<file path="config.mk">
export PLATFORM = sky130hd
export DESIGN_NAME = pc_fetch_ctrl
export DESIGN_NICKNAME = d
export VERILOG_FILES = /design/src/rtl/pc_fetch_ctrl.sv
export SDC_FILE = /design/constraint.sdc
export NUM_CORES = 1
export LEC_CHECK = 0
export ABC_AREA = 1
export CORE_UTILIZATION = 45
export CTS_CLUSTER_SIZE = 40
export DETAILED_ROUTE_END_ITERATION = 10
export HOLD_SLACK_MARGIN = 0.06
export PLACE_DENSITY = 0.79
export SYNTH_ARGS = -nofsm -noshare
export SYNTH_HDL_FRONTEND = slang
export SYNTH_SLANG_ARGS = --single-unit
</file>
<file path="constraint.sdc">
create_clock -name clk -period 2.4 [get_ports clk]
set_input_delay 0.48 -clock clk [delete_from_list [all_inputs] [get_ports clk]]
set_output_delay 0.48 -clock clk [all_outputs]
set_load 0.02 [all_outputs]
</file>
<file path="src/rtl/pc_fetch_ctrl.sv">
// +--------------------------------------------------------------------------+
// | pc_fetch_ctrl: single-outstanding instruction fetch controller with      |
// | redirect handling and a one-entry output buffer toward decode.           |
// | Revision: 1.0                                                            |
// +--------------------------------------------------------------------------+
`default_nettype none

module pc_fetch_ctrl #(
    parameter int unsigned         XLEN         = 32,
    parameter logic [XLEN-1:0]     RESET_VECTOR = '0
) (
    input  logic            clk,
    input  logic            rst,
    input  logic            redirect_valid,
    input  logic [XLEN-1:0] redirect_pc,
    output logic            imem_req_valid,
    input  logic            imem_req_ready,
    output logic [XLEN-1:0] imem_req_addr,
    input  logic            imem_rsp_valid,
    input  logic [31:0]     imem_rsp_data,
    output logic            if_valid,
    input  logic            if_ready,
    output logic [XLEN-1:0] if_pc,
    output logic [31:0]     if_instr,
    output logic            misalign_err
);

    typedef enum logic [1:0] {
        S_REQ  = 2'd0,
        S_WAIT = 2'd1,
        S_OUT  = 2'd2,
        S_DROP = 2'd3
    } state_t;

    state_t          r_state;
    state_t          w_state_nxt;
    logic [XLEN-1:0] r_pc;
    logic [XLEN-1:0] w_pc_nxt;
    logic [XLEN-1:0] r_if_pc;
    logic [31:0]     r_if_instr;
    logic            r_misalign;
    logic            w_capture;
    logic [XLEN-1:0] w_redirect_aligned;

    assign w_redirect_aligned = {redirect_pc[XLEN-1:2], 2'b00};

    always_ff @(posedge clk) begin
        if (rst) begin
            r_state    <= S_REQ;
            r_pc       <= RESET_VECTOR;
            r_if_pc    <= '0;
            r_if_instr <= '0;
            r_misalign <= 1'b0;
        end else begin
            r_state    <= w_state_nxt;
            r_pc       <= w_pc_nxt;
            r_misalign <= redirect_valid && (redirect_pc[1:0] != 2'b00);
            if (w_capture) begin
                r_if_pc    <= r_pc;
                r_if_instr <= imem_rsp_data;
            end
        end
    end

    // Redirect wins over every other event; it only decides whether a
    // response is still owed by the imem (DROP) or not (REQ).
    always_comb begin
        w_state_nxt = r_state;
        w_pc_nxt    = r_pc;
        w_capture   = 1'b0;
        case (r_state)
            S_REQ: begin
                if (redirect_valid) begin
                    w_state_nxt = imem_req_ready ? S_DROP : S_REQ;
                end else if (imem_req_ready) begin
                    w_state_nxt = S_WAIT;
                end
            end
            S_WAIT: begin
                if (redirect_valid) begin
                    w_state_nxt = imem_rsp_valid ? S_REQ : S_DROP;
                end else if (imem_rsp_valid) begin
                    w_capture   = 1'b1;
                    w_state_nxt = S_OUT;
                end
            end
            S_OUT: begin
                if (redirect_valid) begin
                    w_state_nxt = S_REQ;
                end else if (if_ready) begin
                    w_pc_nxt    = r_pc + XLEN'(4);
                    w_state_nxt = S_REQ;
                end
            end
            S_DROP: begin
                if (!redirect_valid && imem_rsp_valid) begin
                    w_state_nxt = S_REQ;
                end
            end
            default: w_state_nxt = S_REQ;
        endcase
        if (redirect_valid) begin
            w_pc_nxt = w_redirect_aligned;
        end
    end

    assign imem_req_valid = (r_state == S_REQ);
    assign imem_req_addr  = r_pc;
    assign if_valid       = (r_state == S_OUT);
    assign if_pc          = r_if_pc;
    assign if_instr       = r_if_instr;
    assign misalign_err   = r_misalign;

endmodule

`default_nettype wire

</file>
==> flow_summary_export.csv, run 1 <==
group,metric,value,unit
run_status,status,"finished, final reports clean",
final_layout,multiInputGateArea,2120,um^2
routing,drt_iter0_markers,178,
timing,grt_setup_unrepaired,"no",
routing,post-route-drc-count,0,
routing,wire_per_inst,14.5,um
final_layout,finalInstanceArea,6300,um^2
setup_path,timing.rr.end,"imem_req_addr[28]",
timing,worst_pin_slew,0.654,ns
routing,firstDrtPassIters,5,
final_layout,post-route-util,0.670,
synthesis,yosys-top-cells-area,"dfxtp_1 43%, nor2_1 11%, nand2_1 8.4%, o21ai_0 8.0%, a21oi_1 5.1%",
place,hpwl,9590,um
synthesis,syn_inst,636,
worst_hold_path,min_from,"if_instr[14]",
setup_path,r2r_cells,10,
setup_path,crit_path_cell_trace,"nor2_1 > clkdlybuf4s50_1",
die,coreArea,9420,um^2
worst_hold_path,whs_path_depth,2,
synthesis,yosysWarnings,0,
clock_tree,clkTransAtPathRegs,0.09,ns
timing,fin_setup_tns,0,ns
power,p_int,0.00259,W
timing,fmax,0.464,GHz
synthesis,syn_area_per_cell,6.99,um^2
final_layout,final_cell_mix,"164 x clkdlybuf4s50_1, 126 x nor2_1, 100 x nand2_1",
power,power_density,590,nW/um^2
global_route,grt_pass1_wl,21700,um
clock_tree,ctsHoldBuffers,0,
synthesis,synth_cell_types,34,
final_layout,final_cells,918,
place,port_buffers,164,
global_route,antenna_found_initial,0,
setup_path,slowest_stage,"clkdlybuf4s50_1",
setup_path,worstPathMaxFanout,4,
setup_path,max_stage_delay,0.67,ns
power,p_clk_frac,0.287,
timing,setup_violations,0,
final_layout,seq_area,1900,um^2
power,power_frac_comb,0.232,
clock_tree,cts_tree,"yes",
clock_tree,clock_path_buffers,2,
power,seq_power_share,0.481,
clock_tree,post-cts-setup-buffer-count,0,
power,p_switching,0.00113,W
die,io_pins,169,
die,dieArea,10300,um^2
clock_tree,clk_latency,0.36,ns
timing,relSlewSlack,0.563,
setup_path,rrSetupSlack,0.71,ns
die,die_width,101,um
synthesis,synth_top_area_cell,"dfxtp_1",
clock_tree,post_cts_resized,0,
die,start_util,0.472,
timing,hold_violations,0,
timing,finalMaxSlewViolations,0,
global_route,grt.total_usage,0.271,
final_layout,fin_nets,856,
timing,clock_skew,0.0115,ns
worst_hold_path,worst_hold_path.endpoint,"if_instr[14]",
final_layout,n_fill_cell,862,
synthesis,yosys.area.top_type_share,0.428,
place,gp_congestion,0.877,
clock_tree,cts-root-buf,"clkbuf_8",
clock_tree,cts_buffers,9,
timing,fin_crit,2.15,ns
setup_path,crit_path_end_kind,"output port",
routing,wirelength,13300,um
power,ir_drop,0.375,mV
power,swShare,0.304,
setup_path,critPathLaunchType,"flip-flop",
final_layout,final_common_cell,"clkdlybuf4s50_1",
power,p_leak,2.50,nW
final_layout,drive_above_1_share,0.0697,
final_layout,synthToLayoutAreaGrowth,41.8,%
clock_tree,cts.sinks,95,
routing,ant_nets,0,
place,placed_cells,903,
synthesis,ys_ff_latch,95,
place,place_area,6110,um^2
job,cap_violations,0,
worst_hold_path,hold_class,"flip-flop to flip-flop",
routing,vias,4708,
synthesis,yosysSeqAreaShare,0.428,
setup_path,cp.arrival,1.67,ns
global_route,grt_max_degree,67,
clock_tree,h-tree-depth,3,
synthesis,syn_area,4450,um^2
final_layout,num_antenna_cells,0,
setup_path,critPathKind,"flip-flop to output port",
die,die_h,101,um
setup_path,worstReg2RegStart,"imem_req_addr[3]",
global_route,grt_overflow,0,
global_route,grt_pass1_vias,4526,
setup_path,crit_required,1.92,ns
routing,avgViaCountPerCell,5.13,
timing,fin_crit_sh,0.898,
die,row_count,35,
==> cells by family (layout without fill, tap and decap cells) <==
family          count (synthesis)  after routing  synth area share
simple gates                  291            291             0.287
other cells                     1              4          0.000844
buf+inv                        95            245            0.0977
fa+ha+maj                       1              1           0.00281
compound gates                147            147             0.172
xor+xnor                        6              6            0.0118
flops                          95             95             0.428
==> flip-flops by register name (all words and copies together), names as in the netlist <==
| register | count |
|---|---|
| imem_req_addr | 30 |
| r_state | 2 |
| if_pc | 30 |
| if_instr | 32 |
| misalign_err | 1 |
==> worst max-delay path by stage <==
stage	start	slack (ns)	cells after the start	end
after global placement	redirect_valid	0.38	7	imem_req_addr[6]
final	r_state[0]	0.25	2	imem_req_valid
after global routing	r_state[1]	0.23	3	if_valid
after detailed placement	redirect_valid	0.34	7	if_pc[12]
after floorplan	imem_req_addr[3]	0.80	10	imem_req_addr[22]
after CTS	r_state[0]	0.26	2	imem_req_valid
==> area by class of cell <==
cell class	count	share of cell area
clock buffers	10	0.0218
clock inverters	5	0.00933
inverters	60	0.0357
multi-input cells	449	0.336
flip-flops and latches	95	0.302
well taps	129	0.0256
repair buffers	170	0.269
==> through the flow <==
step	power, W	setup WS [ns]	hold WS, ns
after floorplan	0.00226	0.798	0.566
final	0.00372	0.246	0.507
after detailed placement	0.00269	0.337	0.486
after CTS	0.00374	0.263	0.513
after global placement	0.00266	0.381	0.480
after global routing	0.00390	0.226	0.543
==> Yosys cell counts (all sizes together) <==
cell and number:
nor2 140, nand2 105, dfxtp 95, o21ai 88
inv 60, a21oi 46, nand3 33, buf 24
clkbuf 11, a31oi 8, nand4 6, nor3 6
xor2 6, a22oi 2, o211ai 2, conb 1
ha 1, o31ai 1, or2 1
==> layer usage <==
layer / track usage / part of all wire / up-vias
met5: 0 / 0 / -
li1: - / - / 2339
met1: 0.325 / 0.42 / 2181
met3: 0.0890 / 0.082 / 18
met4: 0.0914 / 0.014 / 0
met2: 0.458 / 0.48 / 170
==> power by group through the flow <==
stage	sequential, W	clock (W)	combinational, W
after floorplan	0.00193	0	0.000328
final	0.00179	0.00107	0.000865
after global routing	0.00181	0.00116	0.000935
after global placement	0.00182	0	0.000845
after CTS	0.00179	0.00109	0.000867
after detailed placement	0.00182	0	0.000863
==> worst max-delay path, delay by kind of cell (launching register included) <==
family        cells  cell delay [ns]
buf+inv           1             0.67
flops             1             0.38
simple gates      1             0.26
No activity file was read; power rests on OpenSTA's default activity.
==> run 2: changes to the inputs <==
--- a/config.mk
+++ b/config.mk
@@ -11,6 +11,7 @@
 export DETAILED_ROUTE_END_ITERATION = 10
 export HOLD_SLACK_MARGIN = 0.06
 export PLACE_DENSITY = 0.79
+export SKIP_LAST_GASP = 1
 export SYNTH_ARGS = -nofsm -noshare
 export SYNTH_HDL_FRONTEND = slang
 export SYNTH_SLANG_ARGS = --single-unit
==> results of run 2 <==
Same layout as run 1: the final DEF is identical, and so are final timing and power.
